[config.mk]
export PLATFORM = sky130hd
export DESIGN_NAME = ps2_hit_encoder
export DESIGN_NICKNAME = d
export VERILOG_FILES = /design/src/rtl/whack_pkg.sv /design/src/rtl/ps2_frame_rx.sv /design/src/rtl/ps2_hit_encoder.sv
export SDC_FILE = /design/constraint.sdc
export NUM_CORES = 1
export LEC_CHECK = 0
export ABC_AREA = 1
export CAP_MARGIN = 20
export CELL_PAD_IN_SITES_DETAIL_PLACEMENT = 1
export CELL_PAD_IN_SITES_GLOBAL_PLACEMENT = 1
export CORE_MARGIN = 1
export CORE_UTILIZATION = 48
export CTS_CLUSTER_SIZE = 10
export DETAILED_ROUTE_END_ITERATION = 12
export GPL_TIMING_DRIVEN = 0
export PLACE_DENSITY = 0.93
export SETUP_SLACK_MARGIN = 0.02
export SLEW_MARGIN = 20
export SYNTH_ARGS = -nofsm -noshare
export SYNTH_HDL_FRONTEND = slang
export SYNTH_SLANG_ARGS = --single-unit
[constraint.sdc]
create_clock -name clock -period 3.25 [get_ports clock]
set_input_delay 0.4875 -clock clock [delete_from_list [all_inputs] [get_ports clock]]
set_output_delay 0.4875 -clock clock [all_outputs]
set_load 0.05 [all_outputs]
[src/rtl/whack_pkg.sv]
// Shared scancode and hole-code definitions for the whack-a-mole input path.
// Used by the PS/2 encoder front end and by matchLogic.
package whack_pkg;

    // Set-2 make codes for the game keys, plus the break and extended prefixes
    localparam logic [7:0] SC_KEY1  = 8'h16;
    localparam logic [7:0] SC_KEY2  = 8'h1E;
    localparam logic [7:0] SC_KEY3  = 8'h26;
    localparam logic [7:0] SC_KEY4  = 8'h25;
    localparam logic [7:0] SC_KEY5  = 8'h2E;
    localparam logic [7:0] SC_ENTER = 8'h5A;
    localparam logic [7:0] SC_BREAK = 8'hF0;
    localparam logic [7:0] SC_EXT   = 8'hE0;

    // Hole codes as consumed by userGameInput
    localparam logic [2:0] HIT_NONE = 3'b000;
    localparam logic [2:0] HIT_H1   = 3'b001;
    localparam logic [2:0] HIT_H2   = 3'b010;
    localparam logic [2:0] HIT_H3   = 3'b011;
    localparam logic [2:0] HIT_H4   = 3'b100;
    localparam logic [2:0] HIT_H5   = 3'b101;

    // Five holes plus Enter tracked by the repeat filter
    localparam int NUM_KEYS = 6;

    typedef enum logic [1:0] {
        RX_IDLE,
        RX_DATA,
        RX_PARITY,
        RX_STOP
    } rx_state_t;

    // Make code -> hole code; anything unmapped (including Enter) is HIT_NONE
    function automatic logic [2:0] sc_to_hit(input logic [7:0] sc);
        case (sc)
            SC_KEY1: sc_to_hit = HIT_H1;
            SC_KEY2: sc_to_hit = HIT_H2;
            SC_KEY3: sc_to_hit = HIT_H3;
            SC_KEY4: sc_to_hit = HIT_H4;
            SC_KEY5: sc_to_hit = HIT_H5;
            default: sc_to_hit = HIT_NONE;
        endcase
    endfunction

    // Make code -> one-hot pressed-mask bit (bit 5 = Enter)
    function automatic logic [NUM_KEYS-1:0] key_onehot(input logic [7:0] sc);
        case (sc)
            SC_KEY1:  key_onehot = 6'b000001;
            SC_KEY2:  key_onehot = 6'b000010;
            SC_KEY3:  key_onehot = 6'b000100;
            SC_KEY4:  key_onehot = 6'b001000;
            SC_KEY5:  key_onehot = 6'b010000;
            SC_ENTER: key_onehot = 6'b100000;
            default:  key_onehot = '0;
        endcase
    endfunction

endpackage

[src/rtl/ps2_frame_rx.sv]
// PS/2 frame receiver: synchronises the keyboard lines, samples on falling
// ps2_clk edges and assembles 11-bit frames. byte_valid / frame_err are
// combinational pulses in the cycle of the deciding strobe; the parent registers them.
module ps2_frame_rx
    import whack_pkg::*;
#(
    parameter int SYNC_STAGES    = 2,
    parameter int TIMEOUT_CYCLES = 50000
) (
    input  logic       clock,
    input  logic       reset,
    input  logic       ps2_clk,
    input  logic       ps2_dat,
    output logic [7:0] rx_byte,
    output logic       byte_valid,
    output logic       frame_err
);

    localparam int TW = $clog2(TIMEOUT_CYCLES);

    logic [SYNC_STAGES-1:0] clk_sync, dat_sync;
    logic                   clk_prev;
    logic                   clk_s, dat_s, strobe, timeout;

    rx_state_t state, state_n;
    logic [7:0]    shreg, shreg_n;
    logic [2:0]    bit_cnt, bit_cnt_n;
    logic          par_q, par_n;
    logic [TW-1:0] to_cnt, to_cnt_n;

    // Synchronisers reset to the idle-high line level so reset never fakes an edge
    always_ff @(posedge clock or posedge reset) begin
        if (reset) begin
            clk_sync <= '1;
            dat_sync <= '1;
            clk_prev <= 1'b1;
        end else begin
            clk_sync <= {clk_sync[SYNC_STAGES-2:0], ps2_clk};
            dat_sync <= {dat_sync[SYNC_STAGES-2:0], ps2_dat};
            clk_prev <= clk_sync[SYNC_STAGES-1];
        end
    end

    assign clk_s   = clk_sync[SYNC_STAGES-1];
    assign dat_s   = dat_sync[SYNC_STAGES-1];
    assign strobe  = clk_prev & ~clk_s;
    assign rx_byte = shreg;

    // Frame state and datapath registers; reset drops any partial frame
    always_ff @(posedge clock or posedge reset) begin
        if (reset) begin
            state   <= RX_IDLE;
            shreg   <= '0;
            bit_cnt <= '0;
            par_q   <= 1'b0;
            to_cnt  <= '0;
        end else begin
            state   <= state_n;
            shreg   <= shreg_n;
            bit_cnt <= bit_cnt_n;
            par_q   <= par_n;
            to_cnt  <= to_cnt_n;
        end
    end

    // Next-state, bit assembly, frame checks and the mid-frame watchdog
    always_comb begin
        state_n    = state;
        shreg_n    = shreg;
        bit_cnt_n  = bit_cnt;
        par_n      = par_q;
        byte_valid = 1'b0;
        frame_err  = 1'b0;
        // A strobe in the same cycle wins over the watchdog
        timeout    = (state != RX_IDLE) && !strobe && (to_cnt == TW'(TIMEOUT_CYCLES - 1));

        case (state)
            RX_IDLE: if (strobe) begin
                if (!dat_s) begin
                    state_n   = RX_DATA;
                    bit_cnt_n = '0;
                end else begin
                    frame_err = 1'b1;
                end
            end
            RX_DATA: if (strobe) begin
                shreg_n   = {dat_s, shreg[7:1]};
                bit_cnt_n = bit_cnt + 3'd1;
                if (bit_cnt == 3'd7) state_n = RX_PARITY;
            end
            RX_PARITY: if (strobe) begin
                par_n   = dat_s;
                state_n = RX_STOP;
            end
            RX_STOP: if (strobe) begin
                if (dat_s && (^{shreg, par_q})) byte_valid = 1'b1;
                else                            frame_err  = 1'b1;
                state_n = RX_IDLE;
            end
        endcase

        if (timeout) begin
            frame_err = 1'b1;
            state_n   = RX_IDLE;
        end

        to_cnt_n = (strobe || state == RX_IDLE || timeout) ? '0 : to_cnt + TW'(1);
    end

endmodule

[src/rtl/ps2_hit_encoder.sv]
// PS/2 keyboard front end for the whack-a-mole datapath: turns scancodes into
// one-cycle hole codes (userGameInput) and a start-game pulse.
// Optional build macro REPEAT_FILTER_EN: suppress typematic repeats with a
// pressed-key mask so each physical press yields one pulse.
module ps2_hit_encoder
    import whack_pkg::*;
#(
    parameter int SYNC_STAGES    = 2,
    parameter int TIMEOUT_CYCLES = 50000
) (
    input  logic       clock,
    input  logic       reset,
    input  logic       ps2_clk,
    input  logic       ps2_dat,
    output logic [2:0] hit,
    output logic       start_game,
    output logic       frame_err
);

    logic [7:0] rx_byte;
    logic       rx_valid, rx_err;
    logic       brk, ext;
    logic       is_ctrl, is_make, emit, start_d;
    logic [2:0] hit_d;
`ifdef REPEAT_FILTER_EN
    logic [NUM_KEYS-1:0] pressed, key;
    logic                is_rel;
`endif

    ps2_frame_rx #(
        .SYNC_STAGES   (SYNC_STAGES),
        .TIMEOUT_CYCLES(TIMEOUT_CYCLES)
    ) u_rx (
        .clock     (clock),
        .reset     (reset),
        .ps2_clk   (ps2_clk),
        .ps2_dat   (ps2_dat),
        .rx_byte   (rx_byte),
        .byte_valid(rx_valid),
        .frame_err (rx_err)
    );

    // Classify the received byte and decide whether it produces an output pulse
    always_comb begin
        is_ctrl = (rx_byte == SC_EXT) || (rx_byte == SC_BREAK);
        is_make = rx_valid && !is_ctrl && !brk && !ext;
`ifdef REPEAT_FILTER_EN
        key     = key_onehot(rx_byte);
        is_rel  = rx_valid && !is_ctrl && brk && !ext;
        emit    = is_make && ((key & pressed) == '0);
`else
        emit    = is_make;
`endif
        hit_d   = emit ? sc_to_hit(rx_byte) : HIT_NONE;
        start_d = emit && (rx_byte == SC_ENTER);
    end

    // Prefix flags: E0/F0 arm them, the next ordinary byte consumes both
    always_ff @(posedge clock or posedge reset) begin
        if (reset) begin
            brk <= 1'b0;
            ext <= 1'b0;
        end else if (rx_valid) begin
            if (rx_byte == SC_EXT) begin
                ext <= 1'b1;
            end else if (rx_byte == SC_BREAK) begin
                brk <= 1'b1;
            end else begin
                brk <= 1'b0;
                ext <= 1'b0;
            end
        end
    end

`ifdef REPEAT_FILTER_EN
    // Pressed mask: set on first make, cleared by the matching break sequence
    always_ff @(posedge clock or posedge reset) begin
        if (reset)        pressed <= '0;
        else if (is_make) pressed <= pressed | key;
        else if (is_rel)  pressed <= pressed & ~key;
    end
`endif

    // Output registers: one clock after the deciding strobe, one cycle wide
    always_ff @(posedge clock or posedge reset) begin
        if (reset) begin
            hit        <= HIT_NONE;
            start_game <= 1'b0;
            frame_err  <= 1'b0;
        end else begin
            hit        <= hit_d;
            start_game <= start_d;
            frame_err  <= rx_err;
        end
    end

endmodule
==> results of run 1 <==
[power breakdown]
group	internal (mW)	switching, mW
registers	0.610	0.0927
logic	0.208	0.422
clock network	0.153	0.180
total	0.972	0.694
[kinds of logic (layout without fill, tap and decap cells)]
group	Yosys count	after routing	synth area share (%)
AOI/OAI and AO/OA	24	24	6.48
xor gates and xnor gates	3	3	1.19
adders and majority gates	7	7	3.98
buffers and inverters	46	63	8.24
DFF	42	42	48.0
and+or+nand+nor	159	159	32.1
[flip-flops by register name (all words and copies together), names as in the netlist]
register       flops
u_rx.clk_prev      1
frame_err          1
u_rx.rx_byte       8
start_game         1
u_rx.clk_sync      2
ext                1
hit                3
brk                1
u_rx.to_cnt       16
u_rx.state         2
u_rx.dat_sync      2
u_rx.par_q         1
u_rx.bit_cnt       3
[cells in the mapped netlist (all sizes together)]
library cell  instances
nor3                 15
nand2                79
inv                  43
o21ai                14
buf                   2
xor2                  2
o31ai                 2
dfrtp                37
nor2                 31
dfstp                 5
nand3                12
clkbuf                1
ha                    7
nor4                  4
or3                   1
nor3b                 4
or2                   2
a21oi                 4
nand4                11
xnor2                 1
a31oi                 3
o211ai                1
[cell usage in the layout, fill, tap and decap left out, types with 2 or more instances in the layout]
cell type	netlist	routed
xor2_1	2	2
or2_2	2	2
nor2_2	2	2
nor4_1	4	4
ha_1	7	7
inv_1	43	42
clkbuf_1	1	4
clkbuf_8	0	5
a21oi_1	4	4
nor2_1	29	29
a31oi_1	3	3
nand3_1	12	12
nand2_1	79	79
nand4_1	11	11
o21ai_0	12	12
o31ai_1	2	2
nor3b_1	4	4
dfrtp_1	37	37
nor3_1	14	14
dfstp_2	5	5
clkdlybuf4s50_1	0	8
[metrics by stage]
stage	util, %	total power [mW]	setup slack, ns	instances	area [µm²]
2_1_floorplan	-	1.15	1.77	281	2200
3_3_place_gp	53.5	1.27	0.980	341	2350
3_5_place_dp	54.0	1.34	1.41	342	2370
4_1_cts	55.8	1.67	1.31	350	2450
5_1_grt	55.8	1.80	1.20	350	2450
6_report	55.8	1.67	1.33	350	2450
[worst paths after layout]
kind,start,slack [ns],endpoint,depth (start not counted)
worst max-delay path,start_game,1.33,start_game,1
worst max register to register,u_rx.to_cnt[0],1.37,u_rx.to_cnt[12],10
max in group asynchronous,reset,2.25,u_rx.clk_sync[1],3
min in group asynchronous,reset,0.47,u_rx.state[1],2
worst min-delay path,u_rx.clk_sync[0],0.36,u_rx.clk_sync[1],0
worst min register to register,u_rx.clk_sync[0],0.36,u_rx.clk_sync[1],0
[routing by layer]
layer  global-route usage (%)  routed length, µm  part of all wire [%]
met5                        0                  0                     0
met1                     27.8               2260                    42
met4                     10.0                138                   2.6
met3                     4.51                126                   2.3
met2                     45.3               2840                    53
[area by class of cell]
class	instances	area, µm²
Inverter	43	161
Clock buffer	8	80.1
Multi-Input combinational cell	193	962
Fill cell	573	1940
Buffer	3	20.0
Sequential cell	42	1060
Tap cell	52	65.1
Timing Repair Buffer	9	100
==> impl_results.md, run 1 <==
- Mapped cell area: 0.00220 mm²
- Clock Path Buffers: 2
- Largest net degree at the start of global routing: 30
- Root buf cell: clkbuf_8
- PortBufs: 8
- DRC Markers: 0
- WS Path Type: reg2out
- Fmax: 0.522 GHz
- Gr ovfl total: 0
- Core box area: 0.00438 mm²
- Post-DP HPWL: 4.12 mm
- Die area: 0.00486 mm²
- Top cells by area, synth: dfrtp_1 42%, nand2_1 13%, inv_1 7.3%
- # setup viols final: 0
- #FFs+latches synth: 42
- Post-CTS setup buffers: 0
- Register area share after synthesis: 48.0%
- Largest area contributor in the netlist: dfrtp_1
- Standard-cell rows: 24
- TNS Setup: 0 ns
- Nets: 308
- Via density: 5.44
- Chip height: 69.7 µm
- Vias in the first global route: 2084
- N_diodes: 0
- CTS tree: yes
- Drt wl/cell: 15.3 µm
- CP delay by family, top: buffers and inverters
- Worst EP arrival: 1.43 ns
- Antenna violations before repair: 0
- Num ports: 9
- Final slew viol count: 0
- Crit share post-route: 58.9%
- Post-route clock skew: 0.00412 ns
- Die width: 69.7 µm
- Area delta synth->final: 11.1%
- Post-DRT Antenna Nets: 0
- GP Congestion: 0.818
- Pwr dens: 681 mW/mm²
- Critical Path RT: 2.76 ns
- Fin. Hold Viols: 0
- Clk_lat worst skew: 0.29 ns
- Syn Area/Cell: 7.83 µm²
- Crit path max fanout: 1
- Leak pwr: 1.16 nW
- RSZ-0062 raised after global routing: no
- WL final: 5.36 mm
- Tmin final: 1.92 ns
- Clock sinks: 42
- Post-synthesis cell count: 281
- Fraction of layout cells with a size suffix above 1: 7.05%
- CTS clk-pin slew, worst paths: 0.08 ns
- Yosys cell types: 27
- Vias: 1905
- CTS Hold Bufs: 0
- Worst VDD drop: 371 µV
- TritonRoute pass-1 iters: 4
- First-pass GRT wire length: 9.36 mm
- Post-cts sizing count: 0
- Total track usage: 24.6%
- Syn nets: 292
- Yosys top cell area share: 42.1%
- DRT iter0 DRCs: 51
- CP Cell Sequence: clkdlybuf4s50_1
- Number of max-cap violations: 0
- Hold Worst Slack: 0.365 ns
- Critical Path Source Type: flop
- Crit. End Element: output pin
- Slowest CP cell: clkdlybuf4s50_1
- Hold Path Class: reg2reg
- CTS Buf Count: 5
- Initial Utilization: 50.2%
- Worst-margin pin slew: 0.503 ns
- H-tree depth: 2
- Worst slew margin: 66.4%
- Outcome: finished, final reports clean
- Yosys Warn Count: 0
- Buf/Inv on CP: 1
- Max stage delay on crit path: 0.80 ns
(Power assumes the default switching activity.)
==> run 2: changes to the inputs <==
- CORE_UTILIZATION: 48 -> 40
- PLACE_DENSITY: 0.93 -> 0.84
- clock period: 3.25 -> 1.7 ns (I/O delays scaled with it)
==> impl_results.md, run 2 (synthesized netlist as in run 1, its figures left out) <==
- CP delay by family, top: simple AND/OR/NAND/NOR gates
- First-pass GRT wire length: 9.39 mm
- Gr ovfl total: 0
- Critical Path Source Type: flop
- GP Congestion: 0.767
- Vias: 2001
- CTS tree: yes
- Worst slack, placed: -0.147 ns
- Most frequent cells in the layout: 67 x nand2_1, 34 x inv_1, 30 x dfrtp_1
- Comb pwr share: 41.2%
- Max stage delay on crit path: 0.37 ns
- DRT iter0 DRCs: 55
- CTS clk-pin slew, worst paths: 0.09 ns
- Met3 Wirelength: 139 µm
- Initial Utilization: 42.3%
- PortBufs: 8
- Via density: 5.25
- Pint: 2.03 mW
- Final core utilization: 52.5%
- Core box area: 0.00520 mm²
- Fraction of layout cells with a size suffix above 1: 27.0%
- Routed wl met2: 3.06 mm
- Post-DP HPWL: 3.94 mm
- Pwr dens: 1290 mW/mm²
- CP Cell Sequence: ha_2 > nand2_2 > nor2_4 > inv_2 > nor2_4 > nand2_4 > nor2_4 > buf_4 > a31oi_1 > nor3_1
- TritonRoute pass-1 iters: 4
- Standard-cell rows: 26
- Vias in the first global route: 2025
- Crit. End Element: flop
- Antenna violations before repair: 0
- Number of max-cap violations: 0
- Max reg flops: 16
- Critical Path RT: 1.93 ns
- Tmin final: 1.66 ns
- Worst VDD drop: 711 µV
- Most Frequent Cell on Critical Path: nor2_4
- Outcome: finished, final reports clean
- N_diodes: 0
- Fmax: 0.603 GHz
- Worst EP arrival: 1.89 ns
- Worst-margin pin slew: 0.497 ns
- Top Layer Used: met4
- Crit path max fanout: 3
- RSZ-0062 raised after global routing: yes
- WL final: 5.89 mm
- Largest net degree at the start of global routing: 32
- Clock power share: 19.9%
- Biggest register: u_rx.to_cnt
- Total track usage: 20.6%
- Filler instances: 645
- Num ports: 9
- CTS Hold Bufs: 0
- Buf/Inv on CP: 2
- WS Path Type: reg2reg
- Crit share post-route: 97.6%
- Clock sinks: 42
- Drt wl/cell: 15.4 µm
- Clk_lat worst skew: 0.31 ns
- Final total power: 3.52 mW
- Die area: 0.00580 mm²
- Hold Path Class: in2async
- CTS Buf Count: 5
- Leak pwr: 1.30 nW
- Post-DRT Antenna Nets: 0
- Clock Path Buffers: 2
- Area delta synth->final: 24.3%
- Placed insts: 360
- Worst slew margin: 67.0%
- DRC Markers: 0
- Fin worst setup slack: 0.0409 ns
- P_sw: 1.50 mW
- # setup viols final: 0
- Final slew viol count: 0
- Nets: 321
- Die width: 76.2 µm
- Chip height: 76.2 µm
- Slowest CP cell: dfrtp_1
- H-tree depth: 2
- Fin. Hold Viols: 0
- Flop pwr share: 38.9%
- Layout Cells excl Fill: 381
- Root buf cell: clkbuf_8
- Commonest non-fill, non-tap cell in the layout: nand2_1
- Post-route clock skew: 0.00617 ns
- WL met1: 2.60 mm
- Switching Fraction: 42.5%
run 2: final cells by class:
type                            instances  area, µm²  share of cell area [%]
Buffer                                  3       23.8                   0.869
Clock buffer                            6       82.6                    3.02
Clock inverter                          2       12.5                   0.457
Inverter                               43        164                    5.99
Multi-Input combinational cell        193       1110                    40.5
Sequential cell                        42       1070                    39.0
Tap cell                               70       87.6                    3.20
Timing Repair Buffer                   22        191                    7.00
run 2: path summary, 6_finish.rpt:
| path | start | endpoint | slack, ns | cells after the start |
|---|---|---|---|---|
| setup / recovery | u_rx.to_cnt[1] | u_rx.to_cnt[14] | 0.04 | 10 |
| hold / removal | reset | hit[1] | 0.20 | 2 |
| setup reg to reg | u_rx.to_cnt[1] | u_rx.to_cnt[14] | 0.04 | 10 |
| hold reg to reg | u_rx.clk_sync[0] | u_rx.clk_sync[1] | 0.36 | 0 |
| max in group asynchronous | reset | u_rx.clk_prev | 0.97 | 3 |
| min in group clock | ps2_dat | u_rx.dat_sync[0] | 0.35 | 1 |
run 2: routing by layer:
metal  vias to the layer above  global-route usage [%]
li1                        958                       -
met1                      1005                    24.1
met2                        27                    38.3
met3                        11                    4.43
met4                         0                    4.62
met5                         -                       0
run 2: per-stage QoR:
step	hold slack (ns)	TNS, ns	area [µm²]
2_1_floorplan	0.259	0	2200
3_3_place_gp	0.345	-16.15	2370
3_5_place_dp	0.347	-0.231	2390
4_1_cts	0.219	0	2540
5_1_grt	0.232	-0.390	2740
6_report	0.205	0	2740
run 2: repair_timing:
item                                    4_1_cts  5_1_grt
hold endpoints to repair                      0        0
buffers inserted                              4        9
gates resized for setup                      12       50
pin swaps                                     2       13
endpoints found under the setup margin       20       33
run 2: power groups by stage:
stage          clock (mW)  sequential (mW)  combinational [mW]
5_1_grt             0.746             1.40                1.65
4_1_cts             0.712             1.33                1.23
3_3_place_gp            0             1.35                1.09
3_5_place_dp            0             1.35                1.16
2_1_floorplan           0             1.32               0.881
6_report            0.702             1.37                1.45
